File: src/rtl/booth_seq_ctrl.sv
// Booth multiply / restoring divide sequencer for the ALU16 shift-add datapath.
// Define CTRL_DIV_EN to build the divide states; otherwise op=1 ends in err.
module booth_seq_ctrl #(
    parameter int N     = 16,
    parameter int CNT_W = 5
) (
    input  logic             clk,
    input  logic             rst,
    input  logic             start,
    input  logic             op,
    input  logic             q0,
    input  logic             qm1,
    input  logic             a_sign,
    input  logic             m_zero,
    output logic             busy,
    output logic             done,
    output logic             err,
    output logic [1:0]       a_sel,
    output logic             a_src,
    output logic [1:0]       q_sel,
    output logic             m_ld,
    output logic             alu_sub,
    output logic             q0_wr,
    output logic             q0_val,
    output logic             qm1_clr,
    output logic [CNT_W-1:0] cnt
);

    localparam logic [1:0] SEL_HOLD = 2'b00;
    localparam logic [1:0] SEL_SHR  = 2'b01;
    localparam logic [1:0] SEL_SHL  = 2'b10;
    localparam logic [1:0] SEL_LOAD = 2'b11;

`ifdef CTRL_DIV_EN
    typedef enum logic [3:0] {
        IDLE, LOAD, MTEST, MADD, MSHR, DONE,
        DCHK, DSHL, DSUB, DTST, DRST
    } state_t;
`else
    typedef enum logic [3:0] {
        IDLE, LOAD, MTEST, MADD, MSHR, DONE
    } state_t;
`endif

    state_t           state, state_n;
    logic             op_q, op_n;
    logic             err_q, err_n;
    logic             sub_q, sub_n;
    logic [CNT_W-1:0] cnt_n;
    logic             last;

    assign last = (cnt == CNT_W'(N - 1));

`ifndef CTRL_DIV_EN
    logic div_unused;
    assign div_unused = ^{a_sign, m_zero};
`endif

    always_ff @(posedge clk or posedge rst) begin
        if (rst) begin
            state <= IDLE;
            op_q  <= 1'b0;
            err_q <= 1'b0;
            sub_q <= 1'b0;
            cnt   <= '0;
        end else begin
            state <= state_n;
            op_q  <= op_n;
            err_q <= err_n;
            sub_q <= sub_n;
            cnt   <= cnt_n;
        end
    end

    always_comb begin
        state_n = state;
        op_n    = op_q;
        err_n   = err_q;
        sub_n   = sub_q;
        cnt_n   = cnt;
        unique case (state)
            IDLE: begin
                if (start) begin
                    op_n    = op;
                    state_n = LOAD;
                end
            end
            LOAD: begin
                cnt_n = '0;
                err_n = 1'b0;
                if (!op_q) begin
                    state_n = MTEST;
                end else begin
`ifdef CTRL_DIV_EN
                    state_n = DCHK;
`else
                    err_n   = 1'b1;
                    state_n = DONE;
`endif
                end
            end
            MTEST: begin
                unique case (1'b1)
                    (q0 && !qm1): begin
                        sub_n   = 1'b1;
                        state_n = MADD;
                    end
                    (!q0 && qm1): begin
                        sub_n   = 1'b0;
                        state_n = MADD;
                    end
                    default: state_n = MSHR;
                endcase
            end
            MADD: state_n = MSHR;
            // the final iteration leaves cnt at N-1
            MSHR: begin
                if (last) begin
                    state_n = DONE;
                end else begin
                    cnt_n   = cnt + 1'b1;
                    state_n = MTEST;
                end
            end
            DONE: state_n = IDLE;
`ifdef CTRL_DIV_EN
            DCHK: begin
                if (m_zero) begin
                    err_n   = 1'b1;
                    state_n = DONE;
                end else begin
                    state_n = DSHL;
                end
            end
            DSHL: state_n = DSUB;
            DSUB: state_n = DTST;
            DTST, DRST: begin
                if (state == DTST && a_sign) begin
                    state_n = DRST;
                end else if (last) begin
                    state_n = DONE;
                end else begin
                    cnt_n   = cnt + 1'b1;
                    state_n = DSHL;
                end
            end
`endif
            default: state_n = IDLE;
        endcase
    end

    always_comb begin
        busy    = (state != IDLE);
        done    = 1'b0;
        err     = 1'b0;
        a_sel   = SEL_HOLD;
        a_src   = 1'b0;
        q_sel   = SEL_HOLD;
        m_ld    = 1'b0;
        alu_sub = 1'b0;
        q0_wr   = 1'b0;
        q0_val  = 1'b0;
        qm1_clr = 1'b0;
        unique case (state)
            LOAD: begin
                m_ld    = 1'b1;
                q_sel   = SEL_LOAD;
                a_sel   = SEL_LOAD;
                qm1_clr = 1'b1;
            end
            MADD: begin
                a_sel   = SEL_LOAD;
                a_src   = 1'b1;
                alu_sub = sub_q;
            end
            MSHR: begin
                a_sel = SEL_SHR;
                q_sel = SEL_SHR;
            end
            DONE: begin
                done = 1'b1;
                err  = err_q;
            end
`ifdef CTRL_DIV_EN
            DSHL: begin
                a_sel = SEL_SHL;
                q_sel = SEL_SHL;
            end
            DSUB: begin
                a_sel   = SEL_LOAD;
                a_src   = 1'b1;
                alu_sub = 1'b1;
            end
            DTST: begin
                if (!a_sign) begin
                    q0_wr  = 1'b1;
                    q0_val = 1'b1;
                end
            end
            DRST: begin
                a_sel  = SEL_LOAD;
                a_src  = 1'b1;
                q0_wr  = 1'b1;
                q0_val = 1'b0;
            end
`endif
            default: ;
        endcase
    end

endmodule

File: config.mk
export PLATFORM = sky130hd
export DESIGN_NAME = booth_seq_ctrl
export DESIGN_NICKNAME = d
export VERILOG_FILES = /design/src/rtl/booth_seq_ctrl.sv
export SDC_FILE = /design/constraint.sdc
export NUM_CORES = 1
export LEC_CHECK = 0
export ABC_CLOCK_PERIOD_IN_PS = 2400
export CORE_MARGIN = 4
export CORE_UTILIZATION = 35
export DETAILED_ROUTE_END_ITERATION = 10
export PLACE_DENSITY_LB_ADDON = 0.08
export SLEW_MARGIN = 20
export SYNTH_ARGS = -nofsm -noshare
export SYNTH_HDL_FRONTEND = slang
export SYNTH_SLANG_ARGS = --single-unit
File: constraint.sdc
create_clock -name clk -period 2.4 [get_ports clk]
set_clock_uncertainty 0.15 [all_clocks]
set_input_delay 0.48 -clock clk [delete_from_list [all_inputs] [get_ports clk]]
set_output_delay 0.48 -clock clk [all_outputs]
set_load 0.02 [all_outputs]
== After elaboration in Yosys (flattened, before gate mapping) ==
Cells that the tools add are included.
Storage, ports and cells
  register bits: 12
  bits in latches: 0
  bits in writable memories: 0
  bits in read-only memories: 0
  logic and storage cells: 43
  memories: 0
Cells by class
  add/subtract/negate cells: 1
  $mul: 0
  divide/modulo/power cells: 0
  magnitude comparators: 0
  equal/unequal tests: 8
  shifts and indexed selects: 0
  muxes and demuxes: 16
  bitwise gates (word level): 0
  reduce and logical (&&, ||, !) cells: 13
Operators by type and width (count)
  one-hot mux 4 bit (5 select lines): 1
  one-hot mux 5 bit (2 select lines): 1
  two-way mux 3 bit: 3
  equality test 4 x 2 -> 1 bit, second input constant: 2
  equality test 4 x 3 -> 1 bit, second input constant: 2
  one-hot mux 2 bit (2 select lines): 2
  two-way mux 1 bit: 6
  AND reduction 2 bit: 3
  adder 5 x 1 -> 5 bit, second input constant: 1
  equality test 5 x 4 -> 1 bit, second input constant: 1
  two-way mux 5 bit: 1
  equality test 4 x 1 -> 1 bit, second input constant: 1
  logical NOT 4 bit: 1
  two-way mux 4 bit: 1
  inequality test 2 bit, second input constant: 2
  nonzero test 2 bit: 2
  nonzero test 4 bit: 1
  OR reduction 2 bit: 2
  logical AND 1 bit: 2
  logical NOT 1 bit: 2
  one-hot mux 1 bit (2 select lines): 1

== Depth between registers and ports, before layout ==
Gate-level depths: netlist of run 1.
  word-level depth: 5
  gate-level depth with buffers: 6
  mapped depth without buffers: 6

== Least setup slack after synthesis of run 1 ==
OpenSTA, ideal clock, no wires.
  path kind: reg-to-output
  start point: register state[0]
  end point: output qm1_clr
  data arrival time: 1.373 ns
  required time: 1.770 ns
  setup slack: 0.397 ns
  cell stages (with the launch flop): 4
  path buffers: 1
  path through: dfrtp_1 -> inv_1 -> nor3_1 -> buf_4
Between the ends
  longest elaborated chain between the ends: 2
Ends and longest elaborated chain
  start: declaration: RTL line 45  | state_t state, state_n;
  start signal: assignment: RTL line 67  | state <= state_n;
  equality test 4 x 1 -> 1 bit
  two-way mux 1 bit
  end: declaration: RTL line 25  | output logic qm1_clr,
No other way between the ends.

== Worst setup path in the final report of run 1 ==
  start point: register state[2]
  end point: output busy
Between the ends
  longest elaborated chain between the ends: 1
Ends and longest elaborated chain
  nonzero test 4 bit: RTL line 153  | busy = (state != IDLE);
  end: declaration: RTL line 15  | output logic busy,
No other way between the ends.

==> results of run 1 <==
==> repair_timing <==
action                                  4_1_cts  5_1_grt
endpoints found under the setup margin        3        8
gates resized for setup                       2        8
hold buffers                                  0        0
buffers inserted                              0        0
==> per-layer routing <==
metal	wire length (um)	vias up	part of all wire, %
met5	0	-	0
met1	818	297	48
li1	-	336	-
met2	733	20	43
met3	129	2	7.6
met4	13	0	0.77
==> cell type report <==
class | instances | area, um2 | share of cell area [%]
Timing Repair Buffer | 28 | 281.5 | 27.71
Sequential cell | 11 | 275.3 | 27.09
Inverter | 7 | 26.28 | 2.586
Multi-Input combinational cell | 54 | 375.4 | 36.95
Clock buffer | 4 | 26.28 | 2.586
Tap cell | 25 | 31.28 | 3.079
==> cells in the final DEF, fill, tap and decap left out, types with 3 or more instances in the layout <==
cell type,count
sky130_fd_sc_hd__nor2_1,4
sky130_fd_sc_hd__clkdlybuf4s50_1,12
sky130_fd_sc_hd__clkbuf_4,3
sky130_fd_sc_hd__buf_4,7
sky130_fd_sc_hd__and3_1,3
sky130_fd_sc_hd__nand2_1,3
sky130_fd_sc_hd__a22o_1,3
sky130_fd_sc_hd__dlymetal6s2s_1,8
sky130_fd_sc_hd__nand2b_1,3
sky130_fd_sc_hd__ha_1,3
sky130_fd_sc_hd__o21ai_0,5
sky130_fd_sc_hd__inv_1,7
sky130_fd_sc_hd__dfrtp_1,11
==> worst min path at each step <==
stage                     start     end  slack, ns  depth (start not counted)
after floorplan             rst  cnt[0]       0.18                          1
after global placement    sub_q   sub_q       0.31                          2
after detailed placement  sub_q   sub_q       0.32                          2
after CTS                 sub_q   sub_q       0.33                          2
after global routing      sub_q   sub_q       0.35                          2
final                     sub_q   sub_q       0.33                          2
==> kinds of logic (layout without fill, tap and decap cells) <==
| family | after synthesis | after routing |
|---|---|---|
| flops | 11 | 11 |
| mux | 3 | 3 |
| simple gates | 25 | 25 |
| fa+ha+maj | 3 | 3 |
| compound gates | 21 | 21 |
| buf+inv | 13 | 39 |
| other cells | 1 | 2 |
==> tightest hold or removal path, stage by stage, from the launching register on <==
cell                      delay (ns)
sky130_fd_sc_hd__dfrtp_1        0.34
sky130_fd_sc_hd__nand2_1        0.04
sky130_fd_sc_hd__o21ai_0        0.06
==> power by group through the flow <==
stage / Clock [mW] / Combinational (mW) / Sequential (mW)
6_report: 0.127 / 0.760 / 0.323
3_5_place_dp: 0 / 0.771 / 0.324
2_1_floorplan: 0 / 0.424 / 0.340
3_3_place_gp: 0 / 0.768 / 0.324
5_1_grt: 0.150 / 0.824 / 0.338
4_1_cts: 0.133 / 0.779 / 0.322
==> flip-flops by register name, summed over array words and instances (netlist names) <==
| signal | flops |
|---|---|
| sub_q | 1 |
| err_q | 1 |
| cnt | 5 |
| op_q | 1 |
| state | 3 |
==> per-stage QoR <==
step           std cells  hold WS, ns  area, um2
6_report             129       0.3282       1016
5_1_grt              129       0.3525       1016
4_1_cts              129       0.3326      996.0
3_5_place_dp         125       0.3161      965.9
3_3_place_gp         125       0.3104      965.9
2_1_floorplan         78       0.1824      705.7
==> results.txt, run 1 <==
- For this run, the post-layout net count is roughly 120.
- Clock share of power: a little over a tenth
- Slowest library cell on the worst path: sky130_fd_sc_hd__clkdlybuf4s50_1
- CTS root buffer: sky130_fd_sc_hd__clkbuf_4
* Min Tclk post-route: around 2.2 ns
- Fraction of the yosys area taken by sequential cells: around two fifths
* Number of vias after detailed routing: around 660
- In this run switching power makes up approximately 44% of total power.
- Fin. max-slew vios: 0
- In this run the number of cells on the critical path is 4.
* Share of synthesized area spent on multiplexers: approximately 4.6%
- The filler cells instantiated in the layout total 180.
* Highest net fanout along the worst path: 9
* Detailed Place HPWL: 1300 um
- Final number of hold-violating endpoints: 0
- Count of flip-flops with a built-in enable after synthesis: 0
* Leakage component of the power: ~0.57 nW
- The global routing stage identified its most utilized layer as met2.
- The via count of the first global-routing pass came to approximately 630.
- The later pin in the worst-skew pair is clocked with a latency of 0.26 ns.
* Clock tree from TritonCTS: built
* Family of cells with the greatest summed delay on the critical path: buffers and inverters
* Per-instance average area after synthesis: ~9 um2
* Dominant combinational cell family by area after synthesis: compound AO/OA/AOI/OAI gates
* Synthesized-area fraction occupied by ao, oa, aoi and oai cells: between 20% and 30%
* Number of antenna cells inserted: 0
- Buffer and inverter count on the worst path: 2
- Timing would allow up to around 0.45 GHz.
* Final setup TNS: 0 ns
- For met3 alone, demand over resource in global routing was slightly below 5%.
- Timing analysis after detailed placement gives a worst setup slack of about 0.16 ns.
- Count of unresolved DRC violations after routing: 0
* First-pass GRT wire length: between 2000 and 3000 um
- Counting the buffers created by CTS gives 3.
- Count leader, synth: sky130_fd_sc_hd__dfrtp_1
- Global routing usage on met2: between 20% and 30%
* Synth warnings: 0
* Max-cap viol count: 0
- Dividing total power by cell area gives a power density of 1192 mW/mm2.
* Number of setup violations in the final report: 0
- Worst EP arrival: between 1.5 and 2 ns
- Internal power: about 0.68 mW
- For this run, the total global-route usage over all layers was measured as between 10% and 20%.
* Die area: ~0.0028 mm2
- The total overflow left after global routing is 0.
- Adder-cell share of the synthesized area: 5.348%
* Share of flip-flops with an asynchronous set or reset after synthesis: 100.0%
- Top cell types by occurrence after synthesis: 11 x sky130_fd_sc_hd__dfrtp_1, 7 x sky130_fd_sc_hd__inv_1, 5 x sky130_fd_sc_hd__o21ai_0
* Share of the synthesized netlist area taken by xor and xnor gates: 0%
- Worst setup path class: reg -> out
- The number of antenna violations at the first check in global routing was 0.
- Detailed Routing Iterations Pass 1: 4
- After the first detailed-routing iteration, the DRC count stood at 11.
* Crit path launch: state[2]
* Final cycle utilization of the critical path: approximately 93%
- Worst reg2reg path endpoint: cnt[3]
- Count of unique library cells instantiated by Yosys: 34
- From bottom edge to top edge, the die measures 52.78 um.
- Synthesized-area fraction occupied by and/or/nand/nor cells: 20.86%
* Final Total Pwr: about 1.2 mW
- Global routing consumed, on the met1 layer, about 18% of the routing resources.
- Synthesized area: 701.9 um2
- Critical Path End: busy
- Measured in cells, the most critical reg-to-reg path has a length of 6.
- For flop-to-flop paths, the worst setup slack is 0.40 ns.
- The initialized floorplan defines 15 standard-cell rows.
* Share of power burned in registers: 26.7%
- Final setup slack of the worst path: 0.1680 ns
* Placer's final routability congestion estimate: 0.7723
* Top-area cell type share of the netlist area: 39.22%
- Share of layout cells above drive strength 1: 12.50%
* Startpoint of the worst register-to-register path: cnt[0]
- The die is around 53 um wide.
* Maximum single-stage delay on the critical path: around 0.54 ns
- From synthesis to final layout, the design area changed by 44.74%.
* Cells after synthesis: 77
- CTS built an H-tree with a depth of 1.
- The flow ran to the end, and the final reports show no timing, DRC or antenna violations.
- The path class of the tightest hold or removal check is reg -> reg.
* Effective utilization at floorplan: ~39%
- For this run, the leading register cell type out of synthesis is sky130_fd_sc_hd__dfrtp_1.
- STA classifies the critical path startpoint as a register.
* Maximum clock path buffer count: 2
- Relative contribution of combinational cells to total power: between 60% and 70%
* Kind of end point of the critical path: primary output
- The analysis attributes to net switching a power of ~0.53 mW.
- Final core area utilization: a little under three fifths
- Average routed wire per standard cell: around 13 um
- Post-DRT Antenna Nets: 0
- Register bit total from synthesis: 11
- In this run the tool buffered the top-level ports with 21 buffer cells.
- Dominant cells by area after synthesis: sky130_fd_sc_hd__dfrtp_1 39%, sky130_fd_sc_hd__ha_1 5.3%, sky130_fd_sc_hd__inv_1 3.7%, sky130_fd_sc_hd__a22o_1 3.7%, sky130_fd_sc_hd__o21ai_0 3.6%
* CTS clk-pin slew, worst paths: around 0.07 ns
- For the worst setup path, the data required time is 1.77 ns.
- The worst-case IR drop observed on VDD is about 0.67 mV.
- The signal on the critical path passes through buf_4 > nor2_1 > nand2_1 > clkdlybuf4s50_1.
* Final wirelength: between 1500 and 2000 um
- CTS saw 11 sinks.
- The core region is between 0.0015 and 0.002 mm2.
* Library cell with the largest summed area after synthesis: sky130_fd_sc_hd__dfrtp_1
- Average via count per standard cell: around 5.1
- RSZ-0062 raised after global routing: no
- Pin placement for this block handled 26 I/O pins.
* Maximum number of pins on one net before global-route repair: 12
Power figures use the tool's default switching activity.
==> run 2, diff against run 1 <==
--- a/config.mk
+++ b/config.mk
@@ -5,7 +5,7 @@
 export SDC_FILE = /design/constraint.sdc
 export NUM_CORES = 1
 export LEC_CHECK = 0
-export ABC_CLOCK_PERIOD_IN_PS = 2400
+export ABC_CLOCK_PERIOD_IN_PS = 2750
 export CORE_MARGIN = 4
 export CORE_UTILIZATION = 35
 export DETAILED_ROUTE_END_ITERATION = 10
==> constraint.sdc (replaced) <==
create_clock -name clk -period 2.75 [get_ports clk]
set_clock_uncertainty 0.15 [all_clocks]
set_input_delay 0.55 -clock clk [delete_from_list [all_inputs] [get_ports clk]]
set_output_delay 0.55 -clock clk [all_outputs]
set_load 0.02 [all_outputs]
==> run 2 against run 1 <==
Largest power group unchanged. Die area did not move. Final cell count fell by 1.6%. Register-to-register slack better by 0.31 ns. Non-clock buffer count shrank 2. Sequential power fell by 14%. Utilization decreased by 2.1 points. Hold slack better by 0.0069 ns. Largest cell class unchanged. Clock power fell by 10%. Count of clock-buffer cells in the layout unchanged. Sequential share of layout area increased by 1.1 points. Combinational power is 14% lower. Critical endpoint is now qm1_clr.
==> results.txt, run 2 (same netlist as run 1, synthesis figures left out) <==
- End point of the worst hold path: sub_q
* Max frequency: roughly 0.39 GHz
- In this run the number of cells on the critical path is 3.
- Family of cells with the greatest summed delay on the critical path: buffers and inverters
* CTS clk-pin slew, worst paths: ~0.070 ns
- The worst setup path is launched from a register.
- Global route total overflow: 0
- Final number of hold-violating endpoints: 0
- After detailed routing, the wire length on met1 is roughly 860 um.
- Slowest library cell on the worst path: sky130_fd_sc_hd__clkdlybuf4s50_1
- Most common library cell in the layout ignoring fill and taps: sky130_fd_sc_hd__clkdlybuf4s50_1
- Number of antenna cells inserted: 0
- In this run the horizontal extent of the chip is between 50 and 60 um.
- Kind of end point of the critical path: primary output
- Final Total Pwr: between 1 and 1.5 mW
- Total met2 wirelength after detailed routing: 692 um
- Final #Nets: roughly 110
- Max-cap viol count: 0
* Number of antenna violations at the first check in global routing: 0
- Effective utilization at floorplan: around 39%
* Most frequent cells in the layout: 21 x sky130_fd_sc_hd__clkdlybuf4s50_1, 11 x sky130_fd_sc_hd__dfrtp_1, 7 x sky130_fd_sc_hd__inv_1
- Die area: between 0.002 and 0.003 mm2
* Largest register FFs: 5
- Number of global-route vias before repair: around 600
- The signal on the critical path passes through buf_4 > nor3_1 > clkdlybuf4s50_1.
- In this run switching power makes up a little over two fifths of total power.
- Routability-driven placement finished with a final weighted congestion of roughly 0.75.
- The startpoint identified for the worst register-to-register timing path is cnt[0].
* Global-route usage over all layers: 13.25%
- After routing the design area is a little under 0.001 mm2.
* Worst EP arrival: 1.88 ns
- The analysis attributes to cell leakage a power of 0.4337 nW.
- Total placed instance area: approximately 950 um2
- The total count of max-transition violations in the final report is 0.
* Clock network latency to the later pin of the worst-skew pair: roughly 0.27 ns
- Worst r2r path cells: 6
- Compared with the post-synthesis result, the final layout area differs by 39.22%.
* Worst reg2reg path endpoint: cnt[3]
- Using the TritonRoute via totals, the vias-per-cell ratio works out to between 5 and 6.
- Average routed wire per standard cell: 12.87 um
- Final cycle utilization of the critical path: about 94%
- Final setup TNS: 0 ns
* Number of vias after detailed routing: 654
* RSZ-0062 raised after global routing: no
- Core area: ~0.0018 mm2
- Hold path cells: 2
- Highest net fanout along the worst path: 10
- Register name with the most flops: cnt
- Length of routed met3 wiring: ~81 um
- Maximum number of pins on one net before global-route repair: 12
- Largest voltage drop on the vdd net: between 0.5 and 0.6 mV
* Buffer and inverter count on the worst path: 2
* Switching power: approximately 0.46 mW
- Relative contribution of combinational cells to total power: a little over three fifths
* Share of layout cells above drive strength 1: roughly 9.8%
* Detailed Routing Iterations Pass 1: 4
* Number of buffers inserted during clock tree synthesis: 3
- Min Tclk post-route: between 2 and 3 ns
- The largest registers in the layout are cnt x5, state x3.
* Number of setup violations in the final report: 0
- Power density over cell area: about 1100 mW/mm2
* Maximum single-stage delay on the critical path: between 0.6 and 0.7 ns
* Die Y: about 53 um
- The internal portion of the total power is slightly below 0.6 mW.
- In this run the number of H-tree levels came out at 1.
- Maximum clock path buffer count: 2
* Count of unresolved DRC violations after routing: 0
- Buffers inserted to repair hold after CTS numbered 0.
- The tree is rooted in a sky130_fd_sc_hd__clkbuf_4.
- # Post-CTS Setup Buffers: 0
- The clock network is responsible for between 10% and 20% of the overall power.
* Outcome: finished, final reports clean
* FP Rows: 15
* Critical hold path startpoint: sub_q
- Class of the tightest hold or removal check: reg -> reg
- During I/O placement, the number of pins put on the boundary was 26.
- Uppermost layer routed: met3
* Detailed Place HPWL: roughly 1200 um
* Clock tree from TritonCTS: built
* Hold slack final: ~0.34 ns
* Share of power burned in registers: 26.6%
* # port buffers: 21
- The clock drives 11 sinks.
* First-pass GRT wire length: between 2000 and 3000 um
- Worst setup path class: reg -> out
- Minimum setup slack among reg-to-reg paths: just over 0.7 ns
* Final wirelength: between 1500 and 2000 um
- Post-DRT Antenna Nets: 0
- STA puts the critical path data required time at around 2.1 ns.
- Gates resized during post-CTS repair numbered 0.
* Drt first-iter violations: 12
## run 2: changes by cell type in the layout (fill, tap and decap cells not counted)
| cell | change |
|---|---|
| sky130_fd_sc_hd__dlymetal6s2s_1 | -8 |
| sky130_fd_sc_hd__buf_4 | -2 |
| sky130_fd_sc_hd__dlygate4sd2_1 | -1 |
| sky130_fd_sc_hd__nor3_1 | +1 |
| sky130_fd_sc_hd__clkdlybuf4s50_1 | +9 |
| sky130_fd_sc_hd__nor3_2 | -1 |
## run 2: cell type report
type	instances	area (um2)
Inverter	7	26.28
Multi-Input combinational cell	54	370.4
Timing Repair Buffer	26	247.7
Sequential cell	11	275.3
Fill cell	195	843.3
Clock buffer	4	26.28
Tap cell	25	31.28
## run 2: worst max path at each step
stage	startpoint	endpoint	slack, ns
6_report	state[1]	qm1_clr	0.17
5_1_grt	state[1]	err	0.06
4_1_cts	state[1]	qm1_clr	0.16
3_5_place_dp	q0	sub_q	0.43
3_3_place_gp	state[1]	qm1_clr	0.44
2_1_floorplan	state[0]	qm1_clr	0.68
## run 2: worst reg2reg max path: stages (launching register included)
cell	delay, ns
sky130_fd_sc_hd__dfrtp_1	0.43
sky130_fd_sc_hd__ha_1	0.25
sky130_fd_sc_hd__and3_1	0.19
sky130_fd_sc_hd__ha_1	0.24
sky130_fd_sc_hd__nand4b_1	0.22
sky130_fd_sc_hd__or4_1	0.41
sky130_fd_sc_hd__nand3_1	0.08
## run 2: metrics by stage
| step | cells | util, % | setup WS, ns |
|---|---|---|---|
| 2_1_floorplan | 78 | - | 0.6767 |
| 3_3_place_gp | 123 | 52.23 | 0.4446 |
| 3_5_place_dp | 123 | 52.23 | 0.4337 |
| 4_1_cts | 127 | 53.68 | 0.1611 |
| 5_1_grt | 127 | 53.68 | 0.05885 |
| 6_report | 127 | 53.68 | 0.1737 |
## run 2: power groups by stage
stage / clock network (mW) / registers, mW / logic [mW]
6_report: 0.114 / 0.279 / 0.653
5_1_grt: 0.129 / 0.288 / 0.718
4_1_cts: 0.116 / 0.278 / 0.661
3_5_place_dp: 0 / 0.281 / 0.655
3_3_place_gp: 0 / 0.280 / 0.652
2_1_floorplan: 0 / 0.296 / 0.370
## run 2: per-layer routing
| layer | vias to the layer above | GRT usage (%) |
|---|---|---|
| met5 | - | 0 |
| met4 | 0 | 3.830 |
| met3 | 0 | 3.989 |
| met2 | 20 | 18.18 |
| met1 | 310 | 19.55 |
| li1 | 324 | - |
